## config.mk

```make
export PLATFORM = sky130hd
export DESIGN_NAME = v1_filter_ctrl_flat
export DESIGN_NICKNAME = d
export VERILOG_FILES = /design/src/rtl/v1_filter_ctrl_pkg.sv /design/src/rtl/v1_filter_ctrl_if.sv /design/src/rtl/v1_filter_ctrl_peak_hold.sv /design/src/rtl/v1_filter_ctrl.sv /design/src/flat_wrapper.sv
export SDC_FILE = /design/constraint.sdc
export NUM_CORES = 1
export LEC_CHECK = 0
export CORE_MARGIN = 2
export CORE_UTILIZATION = 54
export DETAILED_ROUTE_END_ITERATION = 6
export PLACE_DENSITY = 0.79
export SLEW_MARGIN = 5
export SYNTH_ARGS = -nofsm -noshare
export SYNTH_HDL_FRONTEND = slang
export SYNTH_HIERARCHICAL = 1
export SYNTH_SLANG_ARGS = --single-unit
```

## constraint.sdc

```tcl
create_clock -name clk -period 7 [get_ports clk]
set_input_delay 0.7 -clock clk [delete_from_list [all_inputs] [get_ports clk]]
set_output_delay 0.7 -clock clk [all_outputs]
set_load 0.03 [all_outputs]
```

## src/rtl/v1_filter_ctrl_pkg.sv

```systemverilog
// Shared types and timing constants for the filter controller and its peak-hold helper.
package v1_param;

  // Width of the shaping-filter samples and threshold.
  localparam int SIZE_FILTER_DATA = 16;

  // Filter geometry terms that set how long the filter needs to settle after its reset.
  localparam int l_var1 = 4;
  localparam int k_var1 = 2;

  localparam int FLUSH_CYCLES  = 4;
  localparam int SETTLE_CYCLES = l_var1 + k_var1 + 6;

  // Counter wide enough for the longer of the two timed phases.
  localparam int CNT_W = $clog2((SETTLE_CYCLES > FLUSH_CYCLES) ? SETTLE_CYCLES : FLUSH_CYCLES) + 1;

  typedef logic signed [SIZE_FILTER_DATA-1:0] sample_t;

  typedef enum logic [2:0] {
    S_IDLE,
    S_FLUSH,
    S_SETTLE,
    S_ARMED,
    S_PEAK,
    S_REPORT
  } state_t;

  // Rising threshold crossing: previous sample at or below, current sample strictly above.
  function automatic logic rising_cross(sample_t prev, sample_t cur, sample_t thr);
    return (prev <= thr) && (cur > thr);
  endfunction

endpackage

```

## src/rtl/v1_filter_ctrl_if.sv

```systemverilog
// Event record channel: valid/ready handshake carrying the pulse amplitude and peak timestamp.
interface v1_filter_ctrl_if #(
  parameter int TS_W = 32
);
  logic                  event_valid;
  logic                  event_ready;
  v1_param::sample_t     event_amp;
  logic [TS_W-1:0]       event_time;

  modport master (
    output event_valid,
    output event_amp,
    output event_time,
    input  event_ready
  );

  modport slave (
    input  event_valid,
    input  event_amp,
    input  event_time,
    output event_ready
  );
endinterface

```

## src/rtl/v1_filter_ctrl_peak_hold.sv

```systemverilog
// Holds the running maximum of a pulse and the timestamp at which it was first reached.
module v1_peak_hold
  import v1_param::*;
#(
  parameter int TS_W = 32
) (
  input  logic            clk,
  input  logic            reset,
  input  logic            i_load,      // first sample of a pulse
  input  logic            i_update,    // later samples of the same pulse
  input  sample_t         i_sample,
  input  logic [TS_W-1:0] i_time,
  output sample_t         o_peak,
  output logic [TS_W-1:0] o_peak_time
);

  sample_t         r_peak;
  logic [TS_W-1:0] r_peak_time;
  logic            w_higher;

  // Strictly greater only, so a repeated maximum keeps the earlier timestamp.
  assign w_higher = i_sample > r_peak;

  // Load on the crossing sample, then replace only on a new strict maximum.
  always_ff @(posedge clk or posedge reset) begin
    if (reset) begin
      r_peak      <= '0;
      r_peak_time <= '0;
    end else if (i_load || (i_update && w_higher)) begin
      r_peak      <= i_sample;
      r_peak_time <= i_time;
    end
  end

  assign o_peak      = r_peak;
  assign o_peak_time = r_peak_time;

endmodule

```

## src/rtl/v1_filter_ctrl.sv

```systemverilog
// Run controller for a pulse-shaping filter: flushes and settles the filter, detects
// threshold crossings, captures each pulse peak and hands it out as an event record.
module v1_filter_ctrl
  import v1_param::*;
#(
  parameter int TS_W   = 32,
  parameter int DROP_W = 16
) (
  input  logic              clk,
  input  logic              reset,
  input  logic              start,
  input  logic              stop,
  input  sample_t           threshold,
  input  sample_t           filter_data,
  output logic              filter_rst_n,
  output logic              busy,
  output logic [DROP_W-1:0] drop_cnt,
  v1_filter_ctrl_if.master  evt
);

  localparam logic [CNT_W-1:0] FLUSH_LAST  = CNT_W'(FLUSH_CYCLES - 1);
  localparam logic [CNT_W-1:0] SETTLE_LAST = CNT_W'(SETTLE_CYCLES - 1);

  state_t            r_state;
  state_t            w_state_next;
  logic [CNT_W-1:0]  r_cnt;
  logic [TS_W-1:0]   r_ts;
  sample_t           r_prev;
  logic              r_stop_lat;
  sample_t           r_amp;
  logic [TS_W-1:0]   r_time;
  logic [DROP_W-1:0] r_drop;

  logic              w_cross;
  logic              w_load;
  logic              w_update;
  logic              w_report;
  logic              w_enter_flush;
  sample_t           w_peak;
  logic [TS_W-1:0]   w_peak_time;

  assign w_cross       = rising_cross(r_prev, filter_data, threshold);
  assign w_enter_flush = (r_state == S_IDLE) && (w_state_next == S_FLUSH);

  // State register.
  always_ff @(posedge clk or posedge reset) begin
    if (reset) r_state <= S_IDLE;
    else       r_state <= w_state_next;
  end

  // Next state plus the one-cycle strobes that steer peak capture and record loading.
  always_comb begin
    w_state_next = r_state;
    w_load       = 1'b0;
    w_update     = 1'b0;
    w_report     = 1'b0;
    case (r_state)
      S_IDLE:   if (start && !stop) w_state_next = S_FLUSH;
      S_FLUSH: begin
        if (stop)                     w_state_next = S_IDLE;
        else if (r_cnt == FLUSH_LAST) w_state_next = S_SETTLE;
      end
      S_SETTLE: begin
        if (stop)                      w_state_next = S_IDLE;
        else if (r_cnt == SETTLE_LAST) w_state_next = S_ARMED;
      end
      S_ARMED: begin
        if (stop) begin
          w_state_next = S_IDLE;
        end else if (w_cross) begin
          w_state_next = S_PEAK;
          w_load       = 1'b1;
        end
      end
      S_PEAK: begin
        // A stop here abandons the pulse: no record, no drop count.
        if (stop) begin
          w_state_next = S_IDLE;
        end else if (filter_data <= threshold) begin
          w_state_next = S_REPORT;
          w_report     = 1'b1;
        end else begin
          w_update = 1'b1;
        end
      end
      S_REPORT: begin
        if (evt.event_ready) w_state_next = (r_stop_lat || stop) ? S_IDLE : S_ARMED;
      end
      default:  w_state_next = S_IDLE;
    endcase
  end

  // Phase counter for FLUSH and SETTLE; restarts on every state change.
  always_ff @(posedge clk or posedge reset) begin
    if (reset)                                          r_cnt <= '0;
    else if (r_state != w_state_next)                   r_cnt <= '0;
    else if (r_state == S_FLUSH || r_state == S_SETTLE) r_cnt <= r_cnt + 1'b1;
  end

  // Timestamp: zeroed when a run starts, free-running (wrapping) once the filter is out of reset.
  always_ff @(posedge clk or posedge reset) begin
    if (reset)
      r_ts <= '0;
    else if (w_enter_flush)
      r_ts <= '0;
    else if (r_state == S_SETTLE || r_state == S_ARMED || r_state == S_PEAK || r_state == S_REPORT)
      r_ts <= r_ts + 1'b1;
  end

  // Previous sample for crossing detection; held at zero while the filter is flushed.
  always_ff @(posedge clk or posedge reset) begin
    if (reset)                  r_prev <= '0;
    else if (r_state == S_FLUSH) r_prev <= '0;
    else                        r_prev <= filter_data;
  end

  // Remembers a stop seen while a record waits, so the handshake ends the run.
  always_ff @(posedge clk or posedge reset) begin
    if (reset)                                                    r_stop_lat <= 1'b0;
    else if (r_state == S_REPORT && w_state_next == S_REPORT)     r_stop_lat <= r_stop_lat | stop;
    else                                                          r_stop_lat <= 1'b0;
  end

  // Event record: frozen at the end of the pulse so it stays stable through the handshake.
  always_ff @(posedge clk or posedge reset) begin
    if (reset) begin
      r_amp  <= '0;
      r_time <= '0;
    end else if (w_report) begin
      r_amp  <= w_peak;
      r_time <= w_peak_time;
    end
  end

  // Lost-pulse counter: crossings while a record is still pending, saturating.
  always_ff @(posedge clk or posedge reset) begin
    if (reset)
      r_drop <= '0;
    else if (w_enter_flush)
      r_drop <= '0;
    else if (r_state == S_REPORT && w_cross && (r_drop != {DROP_W{1'b1}}))
      r_drop <= r_drop + 1'b1;
  end

  v1_peak_hold #(
    .TS_W (TS_W)
  ) u_peak (
    .clk         (clk),
    .reset       (reset),
    .i_load      (w_load),
    .i_update    (w_update),
    .i_sample    (filter_data),
    .i_time      (r_ts),
    .o_peak      (w_peak),
    .o_peak_time (w_peak_time)
  );

  assign filter_rst_n    = !(r_state == S_IDLE || r_state == S_FLUSH);
  assign busy            = (r_state != S_IDLE);
  assign drop_cnt        = r_drop;
  assign evt.event_valid = (r_state == S_REPORT);
  assign evt.event_amp   = r_amp;
  assign evt.event_time  = r_time;

endmodule

```

## src/flat_wrapper.sv

```systemverilog
// flat-port wrapper written by rule: the top's interface ports become plain ports
module v1_filter_ctrl_flat import v1_param::*;
#(
  parameter int TS_W   = 32,
  parameter int DROP_W = 16
)
  (clk, reset, start, stop, threshold, filter_data, filter_rst_n, busy, drop_cnt, evt_event_valid, evt_event_amp, evt_event_time, evt_event_ready);
  v1_filter_ctrl_if #(.TS_W(TS_W)) evt_i ();
  input  logic clk;
  input  logic reset;
  input  logic start;
  input  logic stop;
  input  sample_t threshold;
  input  sample_t filter_data;
  output logic filter_rst_n;
  output logic busy;
  output logic [DROP_W-1:0] drop_cnt;
  output wire logic [$bits(evt_i.event_valid)-1:0] evt_event_valid;
  output wire logic [$bits(evt_i.event_amp)-1:0] evt_event_amp;
  output wire logic [$bits(evt_i.event_time)-1:0] evt_event_time;
  input wire logic [$bits(evt_i.event_ready)-1:0] evt_event_ready;
  assign evt_event_valid = evt_i.event_valid;
  assign evt_event_amp = evt_i.event_amp;
  assign evt_event_time = evt_i.event_time;
  assign evt_i.event_ready = evt_event_ready;
  v1_filter_ctrl #(.TS_W(TS_W), .DROP_W(DROP_W)) u_core (.clk(clk), .reset(reset), .start(start), .stop(stop), .threshold(threshold), .filter_data(filter_data), .filter_rst_n(filter_rst_n), .busy(busy), .drop_cnt(drop_cnt), .evt(evt_i));
endmodule
```

# ---- After elaboration in Yosys (flattened, before gate mapping)
# Cells that the tools add are included.
# W data, S select, Z words.
dict set report classes {
  n_eq_ne 11
  addsub 3
  magnitude_cmp 4
  bitwise_logic 1
  reduce_logical 21
  mux 29
}
# op n
set op_table {}
lappend op_table {{$mux W32} 2}
lappend op_table {{$mux W16} 3}
lappend op_table {{$add A32 B1 Y32 const B} 1}
lappend op_table {{$gt A16 B16 Y1} 2}
lappend op_table {{$le A16 B16 Y1} 2}
lappend op_table {{$mux W3} 10}
lappend op_table {{$pmux W3 S6} 1}
lappend op_table {{$add A16 B1 Y16 const B} 1}
lappend op_table {{$ne A16 B16 Y1 const B} 1}
lappend op_table {{$mux W1} 10}
lappend op_table {{$mux W5} 2}
lappend op_table {{$eq A3 B3 Y1 const B} 3}
lappend op_table {{$logic_and A1 B1 Y1} 7}
lappend op_table {{$logic_or A1 B1 Y1} 7}
lappend op_table {{$eq A3 B1 Y1 const B} 2}
lappend op_table {{$eq A3 B2 Y1 const B} 2}
lappend op_table {{$reduce_bool A2 Y1} 3}
lappend op_table {{$add A5 B1 Y5 const B} 1}
lappend op_table {{$eq A5 B2 Y1 const B} 1}
lappend op_table {{$eq A5 B4 Y1 const B} 1}
lappend op_table {{$logic_not A3 Y1} 1}
lappend op_table {{$ne A3 B3 Y1} 1}
lappend op_table {{$reduce_bool A3 Y1} 1}
lappend op_table {{$logic_not A1 Y1} 2}
lappend op_table {{2 further kinds} 2}
dict set report word_totals {
  input_bits 37
  register_bits 169
  elab_cells 79
  out_inout_bits 67
}

# ---- Longest topological paths before layout
# Gate-level depths: netlist of the first run.
dict set report logic_depth {
  word_depth 8
  depth_mapped 14
  mapped_depth_nobuf 10
}

# ---- Hierarchy
# The synthesis of the first run kept the hierarchy.
# mod cells_each area_per_inst_um2 seq_area_each_um2 instances
set by_module_without_submodules {}
lappend by_module_without_submodules {v1_filter_ctrl 562 6077.1 3027.9 1}
lappend by_module_without_submodules {v1_peak_hold 159 2220.9 1201.2 1}

# ---- Worst setup path before layout of the first run
# No wires, ideal clock.
dict set report synth_path {
  path_type {input -> register}
  startpoint {input threshold[15]}
  endpoint {register u_core.u_peak.r_peak[10], in the netlist u_core/u_peak/o_peak[10]}
  arrival_ns 3.389
  path_buffers 4
  slack_ns 3.484
  path_stages 14
  setup_ns 0.127
  required_ns 6.873
  path_cell_list {inv_1 > ha_1 > nand4_1 > or3_4 > a21oi_4 > nor2_1 > o2111ai_2 > buf_6 > buf_2 > nor2_1 > a41oi_2 > buf_6 > buf_6 > mux2_1}
}
dict set report synth_via {
  elab_chain_len 6
  word_cells_on_any_way 12
  cone_classes {order compare (3); mux (6); reduce/logical (3)}
}
# element line
set synth_rtl {}
lappend synth_rtl {{start, declared} flat_wrapper.sv:13} ;# input sample_t threshold;
lappend synth_rtl {{$le A16 B16 Y1 / $gt A16 B16 Y1 (equally long branches)} v1_filter_ctrl_pkg.sv:30} ;# return (prev <= thr) && (cur > thr);
lappend synth_rtl {{$logic_and A1 B1 Y1 (*)} v1_filter_ctrl_pkg.sv:30}
lappend synth_rtl {{$mux W1 (*)} v1_filter_ctrl.sv:70} ;# end else if (w_cross) begin
lappend synth_rtl {{$mux W1 (*)} v1_filter_ctrl.sv:68} ;# if (stop) begin
lappend synth_rtl {{$mux W1 (*)} v1_filter_ctrl.sv:57} ;# case (r_state)
lappend synth_rtl {{net u_core.w_load} v1_filter_ctrl.sv:35} ;# logic w_load;
lappend synth_rtl {{$logic_or A1 B1 Y1 (*)} v1_filter_ctrl_peak_hold.sv:29} ;# end else if (i_load || (i_update && w_higher)) begin
lappend synth_rtl {{end signal, assigned} v1_filter_ctrl_peak_hold.sv:30} ;# r_peak <= i_sample;
lappend synth_rtl {{end, declared} v1_filter_ctrl_peak_hold.sv:17} ;# sample_t r_peak;
# The timed path passes the listed nets; every way through them passes the cells marked *.
# A chain may end at the register's enable or synchronous reset.

# ---- Final worst setup path of the first run
dict set report layout_path {
  startpoint {input filter_data[15]}
  endpoint {register u_core.u_peak.r_peak_time[20], in the netlist u_core/u_peak/o_peak_time[20]}
}
dict set report layout_via {
  elab_chain_len 6
  word_cells_on_any_way 12
  cone_classes {order compare (3); mux (6); reduce/logical (3)}
}
# element line
set layout_rtl {}
lappend layout_rtl {{start, declared} flat_wrapper.sv:14} ;# input sample_t filter_data;
lappend layout_rtl {{$gt A16 B16 Y1} v1_filter_ctrl_pkg.sv:30}
lappend layout_rtl {{$logic_and A1 B1 Y1} v1_filter_ctrl_pkg.sv:30}
lappend layout_rtl {{$mux W1} v1_filter_ctrl.sv:70}
lappend layout_rtl {{$mux W1} v1_filter_ctrl.sv:68}
lappend layout_rtl {{$mux W1} v1_filter_ctrl.sv:57}
lappend layout_rtl {{net u_core.w_load} v1_filter_ctrl.sv:35}
lappend layout_rtl {{$logic_or A1 B1 Y1} v1_filter_ctrl_peak_hold.sv:29}
lappend layout_rtl {{end signal, assigned} v1_filter_ctrl_peak_hold.sv:31} ;# r_peak_time <= i_time;
lappend layout_rtl {{end, declared} v1_filter_ctrl_peak_hold.sv:18} ;# logic [TS_W-1:0] r_peak_time;
# The timed path passes the listed nets, and every way through them passes these cells.

==> results of run 1 <==
critical path: stages:
cell             delay (ns)
clkdlybuf4s50_1        0.50
ha_1                   0.41
nand4_1                0.17
or3_4                  0.45
a21oi_4                0.16
nor2_1                 0.08
o2111ai_2              0.88
nor2_1                 0.19
a41oi_4                0.93
buf_4                  0.45
mux2_2                 0.40
sequential cells by signal (all words and copies together) (netlist names), 5 cells and up:
name and cells:
u_core/u_peak/o_peak 16, u_core/drop_cnt 16, u_core/evt.event_time 32, u_core/r_prev 16, u_core/r_cnt 5, u_core/u_peak/o_peak_time 32
u_core/evt.event_amp 16, u_core/r_ts 32
power breakdown:
part / total (mW) / leakage, nW / switching, mW / internal [mW]
clock network: 0.927 / 0.286 / 0.367 / 0.560
logic: 0.281 / 2.14 / 0.160 / 0.120
registers: 1.08 / 2.31 / 0.0417 / 1.03
total: 2.28 / 4.73 / 0.568 / 1.71
worst max path at each step:
stage / from / endpoint / slack, ns / cells past startpoint
after floorplan: reset / u_core/drop_cnt[0] / 3.09 / 1
after global placement: threshold[15] / u_core/u_peak/o_peak_time[15] / 1.79 / 12
after detailed placement: filter_data[15] / u_core/u_peak/o_peak_time[25] / 1.58 / 11
after CTS: filter_data[15] / u_core/u_peak/o_peak_time[20] / 2.01 / 11
after global routing: filter_data[15] / u_core/u_peak/o_peak_time[20] / 1.70 / 11
final: filter_data[15] / u_core/u_peak/o_peak_time[20] / 1.95 / 11
kinds of logic after synthesis:
group	after synthesis	synth area share (%)
xor gates and xnor gates	31	3.363
adders and majority gates	51	7.690
AOI/OAI and AO/OA	91	7.208
and+or+nand+nor	203	12.95
buffers and inverters	72	3.830
muxes	104	13.99
DFF	169	50.97
placed cells by master, fill, tap and decap left out, types with 3 or more instances in the layout:
cell             instances
and3_1                  14
nand3_1                 21
and4_1                   4
dfrtp_1                169
xnor2_1                  4
or4_1                   12
mux2i_1                  8
o211ai_1                 4
and2_1                   4
inv_1                   42
clkbuf_1                 3
ha_1                    51
nand2_1                 36
nor2_1                  44
o21ai_0                 11
clkinv_2                 3
o31ai_1                 11
clkbuf_16               17
xor2_1                  26
o21a_1                   4
nand2b_1                 4
nor3_1                   7
clkbuf_8                 4
a21oi_1                 38
or3_1                    4
mux2_1                  29
buf_4                    4
mux2_2                  67
a21o_1                   3
clkdlybuf4s50_1        103
nand4_1                 21
nor2b_1                 20
nor4_1                   3
stage by stage:
stage	utilization, %	setup slack [ns]	instance area, um^2	cells
2_1_floorplan	-	3.086	8298	721
3_3_place_gp	62.68	1.794	9458	988
3_5_place_dp	62.68	1.579	9458	988
4_1_cts	66.54	2.011	10040	1019
5_1_grt	66.54	1.699	10040	1019
6_report	66.54	1.952	10040	1019
layer usage:
metal,GRT usage (%),share of wire (%)
met5,0,0
met4,7.886,2.0
met3,5.760,4.5
met2,41.08,51
met1,29.15,43
layout make-up:
type,instances,share of cell area [%]
Multi-Input combinational cell,480,37.50
Timing Repair Buffer,107,10.57
Inverter,44,1.670
Sequential cell,169,42.12
Clock buffer,24,4.897
Tap cell,188,2.343
Clock inverter,7,0.9097
==> out/results.tsv, run 1 <==
stage	metric	value	unit
cts	number of gates given a new drive strength after cts	0	
yosys	flip-flop cell with the highest count after synthesis	dfrtp_1	
yosys	most frequently used cell type in the post-synthesis netlist	dfrtp_1	
worst_setup_path	arrival time at the worst endpoint	5.35	ns
layout	Ant. Diodes	0	
cts	insertion delay to the later sink of the worst-skew pair	0.43	ns
yosys	post-synthesis instance area	8298	um^2
global_route	number of antenna violations at the first check in global routing	0	
detailed_routing	via count normalized by instance count	5.855	
layout	area occupied by multi-input gates	3765	um^2
cts	Setup Buffers After CTS	0	
timing	transition at the pin with the smallest max-transition slack	1.134	ns
yosys	post-synth top area cell	dfrtp_1	
worst_setup_path	startpoint kind of the worst setup timing path	input pin	
yosys	main area contributors after synthesis	dfrtp_1, mux2_2, ha_1, mux2_1, xor2_1	
worst_setup_path	Worst Reg-to-Reg Cells	10	
timing	final-report hold violation count	0	
global_route	wire length of the first global-routing pass	30070	um
floorplan	Die X	128.0	um
floorplan	top-level I/O count	104	
cts	number of buffers inserted during clock tree synthesis	17	
cts	clock tree root buffer cell	clkbuf_16	
global_route	global router's overall resource usage	23.67	%
layout	register cell area after layout	4229	um^2
timing	hold slack final	0.4947	ns
floorplan	Die H	128.0	um
layout	net count reported at finish	907	
timing	TNS Setup	0	ns
timing	RSZ-0062 raised after global routing	no	
timing	Rel. slew slack	24.43	%
detailed_routing	count of unresolved DRC violations after routing	0	
worst_setup_path	FF-to-FF setup slack	3.03	ns
worst_hold_path	worst-case hold path end point	u_core/u_peak/o_peak_time[4]	
timing	final slew viol count	0	
floorplan	total die area	16370	um^2
worst_setup_path	Reg-to-Reg Start	u_core/r_prev[11]	
cts	Post-CTS Hold Buffers	0	
worst_hold_path	worst hold path depth	1	
worst_setup_path	endpoint kind of the worst setup timing path	register	
floorplan	initial standard-cell utilization of the core	54.99	%
yosys	Yosys cell types	55	
power_and_ir_drop	Cell Pwr Density	227.3	nW/um^2
worst_setup_path	critical path class	in -> reg	
placement	Final GP Congestion	0.8593	
power_and_ir_drop	total power of the final layout	2.282	mW
placement	placed wire-length estimate	12860	um
cts	buffers from clock root to sink, at most	2	
timing	final clock skew	0.009801	ns
yosys	post-synthesis register bit count	169	
yosys	share of flip-flops with an asynchronous set or reset after synthesis	100.0	%
detailed_routing	Post-DRT Antenna Nets	0	
layout	number of filler cells placed in the layout	1113	
layout	area added between synthesis and finish	21.00	%
global_route	pin count of the biggest net entering global routing	67	
timing	Final Setup Violations	0	
detailed_routing	routed via count	5966	
yosys	post-synth top area share	50.97	%
floorplan	Core Region	15090	um^2
cts	clock transition at the registers of the reported paths	0.06	ns
worst_setup_path	critical-path maximum fanout	28	
cts	CTS Sinks	169	
detailed_routing	detailed-route wire length per cell	18.26	um
power_and_ir_drop	Max rail drop VDD	0.0001582	V
worst_hold_path	critical hold path startpoint	u_core/u_peak/o_peak_time[4]	
timing	Fmax	198.1	MHz
cts	CTS tree	built	
yosys	sequential-to-total area share from yosys stat	50.97	%
power_and_ir_drop	Leakage Power	4.734	nW
yosys	Yosys warnings	6	
yosys	commonest cells in the synthesized netlist	dfrtp_1, mux2_2, ha_1, inv_1, nor2_1	
global_route	vias in the first global route	6079	
yosys	nets in the synthesized netlist	809	
job	Maximum Capacitance Violations	0	
global_route	GRT overflow	0	
yosys	average footprint of a synthesized cell	11.51	um^2
detailed_routing	routed wire length	18610	um
placement	number of buffers added on ports	103	
floorplan	number of rows created at floorplan	45	
outcome	run status	completed	
layout	fraction of final layout cells sized beyond drive strength 1	13.48	%
cts	deepest level of the CTS H-tree	4	
yosys	post-synthesis cell count	721	
worst_setup_path	CP Data Required Time	7.31	ns
timing	shortest period the worst path allows	5.048	ns
worst_setup_path	endpoint of the most critical register-to-register path	u_core/u_peak/o_peak_time[20]	
detailed_routing	DRC violation total after the first TritonRoute iteration	344	
timing	final period utilization	72.11	%
detailed_routing	number of detailed-route iterations in the first pass	4	
worst_hold_path	Hold Crit Class	reg -> reg	
yosys	number of synthesized flops with an enable pin	0	
Power figures use the tool's default switching activity.
==> inputs of run 2 (changes only) <==
==> constraint.sdc (replaced) <==
create_clock -name clk -period 4.9 [get_ports clk]
set_input_delay 0.49 -clock clk [delete_from_list [all_inputs] [get_ports clk]]
set_output_delay 0.49 -clock clk [all_outputs]
set_load 0.03 [all_outputs]
==> run 2 against run 1 <==
Effect of this change: sequential share of layout area decreased by 0.13 points; die area unchanged; first-iteration DRC count increased by 6.4%.
==> out/results.tsv, run 2 (synthesized netlist as in run 1, its figures left out) <==
stage	metric	value	unit
outcome	run status	completed	
job	Maximum Capacitance Violations	0	
floorplan	top-level I/O count	104	
timing	TNS Setup	0	ns
cts	CTS tree	built	
placement	worst-case setup slack after placement	0.9532	ns
timing	final slew viol count	0	
cts	insertion delay to the later sink of the worst-skew pair	0.43	ns
layout	fraction of final layout cells sized beyond drive strength 1	14.25	%
layout	register cell area after layout	4229	um^2
worst_setup_path	critical path class	in -> reg	
placement	number of buffers added on ports	103	
timing	transition at the pin with the smallest max-transition slack	1.072	ns
global_route	vias in the first global route	6029	
detailed_routing	via count normalized by instance count	5.799	
cts	deepest level of the CTS H-tree	4	
detailed_routing	count of unresolved DRC violations after routing	0	
worst_setup_path	critical-path maximum fanout	28	
cts	clock transition at the registers of the reported paths	0.06	ns
worst_setup_path	arrival time at the worst endpoint	3.87	ns
global_route	number of antenna violations at the first check in global routing	0	
cts	clock tree root buffer cell	clkbuf_16	
detailed_routing	routed wire length	17730	um
worst_setup_path	critical path capture point	u_core/u_peak/o_peak_time[13]	
floorplan	total die area	16370	um^2
worst_setup_path	worst path cell trace	clkdlybuf4s50_1, ha_1, nand4_1, or3_4, a21oi_4, nor2_1, o2111ai_2, buf_4, nor2_1, a41oi_4, buf_4, mux2_2	
layout	number of filler cells placed in the layout	1093	
floorplan	Die H	128.0	um
floorplan	initial standard-cell utilization of the core	54.99	%
cts	number of buffers inserted during clock tree synthesis	17	
detailed_routing	detailed-route wire length per cell	17.34	um
cts	number of gates given a new drive strength after cts	0	
timing	Rel. slew slack	28.53	%
timing	RSZ-0062 raised after global routing	no	
worst_setup_path	CP Data Required Time	5.21	ns
cts	Setup Buffers After CTS	0	
power_and_ir_drop	Cell Pwr Density	322.7	nW/um^2
floorplan	Core Region	15090	um^2
worst_setup_path	beginning of the critical path	filter_data[15]	
detailed_routing	routed via count	5932	
cts	Post-CTS Hold Buffers	0	
detailed_routing	DRC violation total after the first TritonRoute iteration	366	
cts	CTS Sinks	169	
worst_setup_path	FF-to-FF setup slack	1.80	ns
detailed_routing	number of detailed-route iterations in the first pass	5	
timing	Fmax	281.5	MHz
floorplan	Die X	128.0	um
layout	commonest non-fill, non-tap cell in the layout	dfrtp_1	
worst_hold_path	Hold Crit Class	reg -> reg	
timing	shortest period the worst path allows	3.552	ns
global_route	wire length of the first global-routing pass	29440	um
power_and_ir_drop	Leakage Power	4.756	nW
placement	placement-stage cell area	9480	um^2
worst_setup_path	endpoint of the most critical register-to-register path	u_core/u_peak/o_peak_time[13]	
placement	placed wire-length estimate	12550	um
cts	buffers from clock root to sink, at most	2	
placement	Final GP Congestion	0.9222	
worst_setup_path	endpoint kind of the worst setup timing path	register	
placement	Placed Cells	991	
timing	final period utilization	72.49	%
layout	highest-count cells in the layout ignoring fill and taps	dfrtp_1, clkdlybuf4s50_1, mux2_2	
global_route	global router's overall resource usage	22.67	%
layout	area added between synthesis and finish	21.37	%
global_route	GRT overflow	0	
layout	post-layout instance area	10070	um^2
timing	final-report hold violation count	0	
timing	Final Setup Violations	0	
detailed_routing	Post-DRT Antenna Nets	0	
floorplan	number of rows created at floorplan	45	
worst_setup_path	Worst Reg-to-Reg Cells	11	
power_and_ir_drop	Max rail drop VDD	0.0002200	V
worst_setup_path	startpoint kind of the worst setup timing path	input pin	
timing	final clock skew	0.008124	ns
layout	Ant. Diodes	0	
worst_setup_path	Reg-to-Reg Start	u_core/r_prev[11]	
timing	post-route worst setup slack	1.348	ns
global_route	pin count of the biggest net entering global routing	52	
layout	area occupied by multi-input gates	3765	um^2
worst_setup_path	slowest cell on the critical path	clkdlybuf4s50_1	
layout	Layout Cells excl Fill	1023	
worst_setup_path	biggest cell delay along the critical path	0.52	ns
layout	net count reported at finish	910	
[run 2: metal layers]
| layer | up-vias | part of all wire (%) | GRT usage [%] |
|---|---|---|---|
| li1 | 2767 | - | - |
| met1 | 2990 | 44 | 29.51 |
| met2 | 150 | 50 | 37.34 |
| met3 | 25 | 4.2 | 5.008 |
| met4 | 0 | 2.1 | 8.727 |
| met5 | - | 0 | 0 |
[run 2: through the flow]
stage | hold WS (ns) | util (%) | power (mW)
detailed placement | 0.4855 | 62.83 | 1.956
floorplan | 0.4602 | - | 1.811
finish | 0.4951 | 66.74 | 3.250
global placement | 0.4786 | 62.83 | 1.925
CTS | 0.4990 | 66.74 | 3.277
global route | 0.5148 | 66.74 | 3.389
[run 2: worst min path at each step]
| stage | startpoint | to | slack (ns) | depth (start not counted) |
|---|---|---|---|---|
| after CTS | u_core/evt.event_amp[8] | u_core/evt.event_amp[8] | 0.50 | 1 |
| after global placement | u_core/evt.event_amp[8] | u_core/evt.event_amp[8] | 0.48 | 1 |
| after floorplan | u_core/u_peak/o_peak_time[0] | u_core/u_peak/o_peak_time[0] | 0.46 | 1 |
| after global routing | u_core/u_peak/o_peak_time[12] | u_core/u_peak/o_peak_time[12] | 0.51 | 1 |
| final | u_core/evt.event_amp[8] | u_core/evt.event_amp[8] | 0.50 | 1 |
| after detailed placement | u_core/evt.event_amp[8] | u_core/evt.event_amp[8] | 0.49 | 1 |
[run 2: area by class of cell]
type | instances | share of cell area [%]
Timing Repair Buffer | 110 | 10.76
Sequential cell | 169 | 41.99
Tap cell | 188 | 2.336
Multi-Input combinational cell | 480 | 37.38
Inverter | 44 | 1.665
Clock buffer | 20 | 4.634
Clock inverter | 12 | 1.230
[run 2: power breakdown]
part | switching [mW] | internal (mW)
Sequential | 0.0584 | 1.48
Clock | 0.530 | 0.787
Combinational | 0.225 | 0.173
[run 2: worst max-delay path, delay by kind of cell]
| kind | cells | cell delay (ns) |
|---|---|---|
| adders and majority gates | 1 | 0.42 |
| and+or+nand+nor | 4 | 0.85 |
| muxes | 1 | 0.38 |
| buffers and inverters | 3 | 1.19 |
| AOI/OAI and AO/OA | 3 | 0.51 |
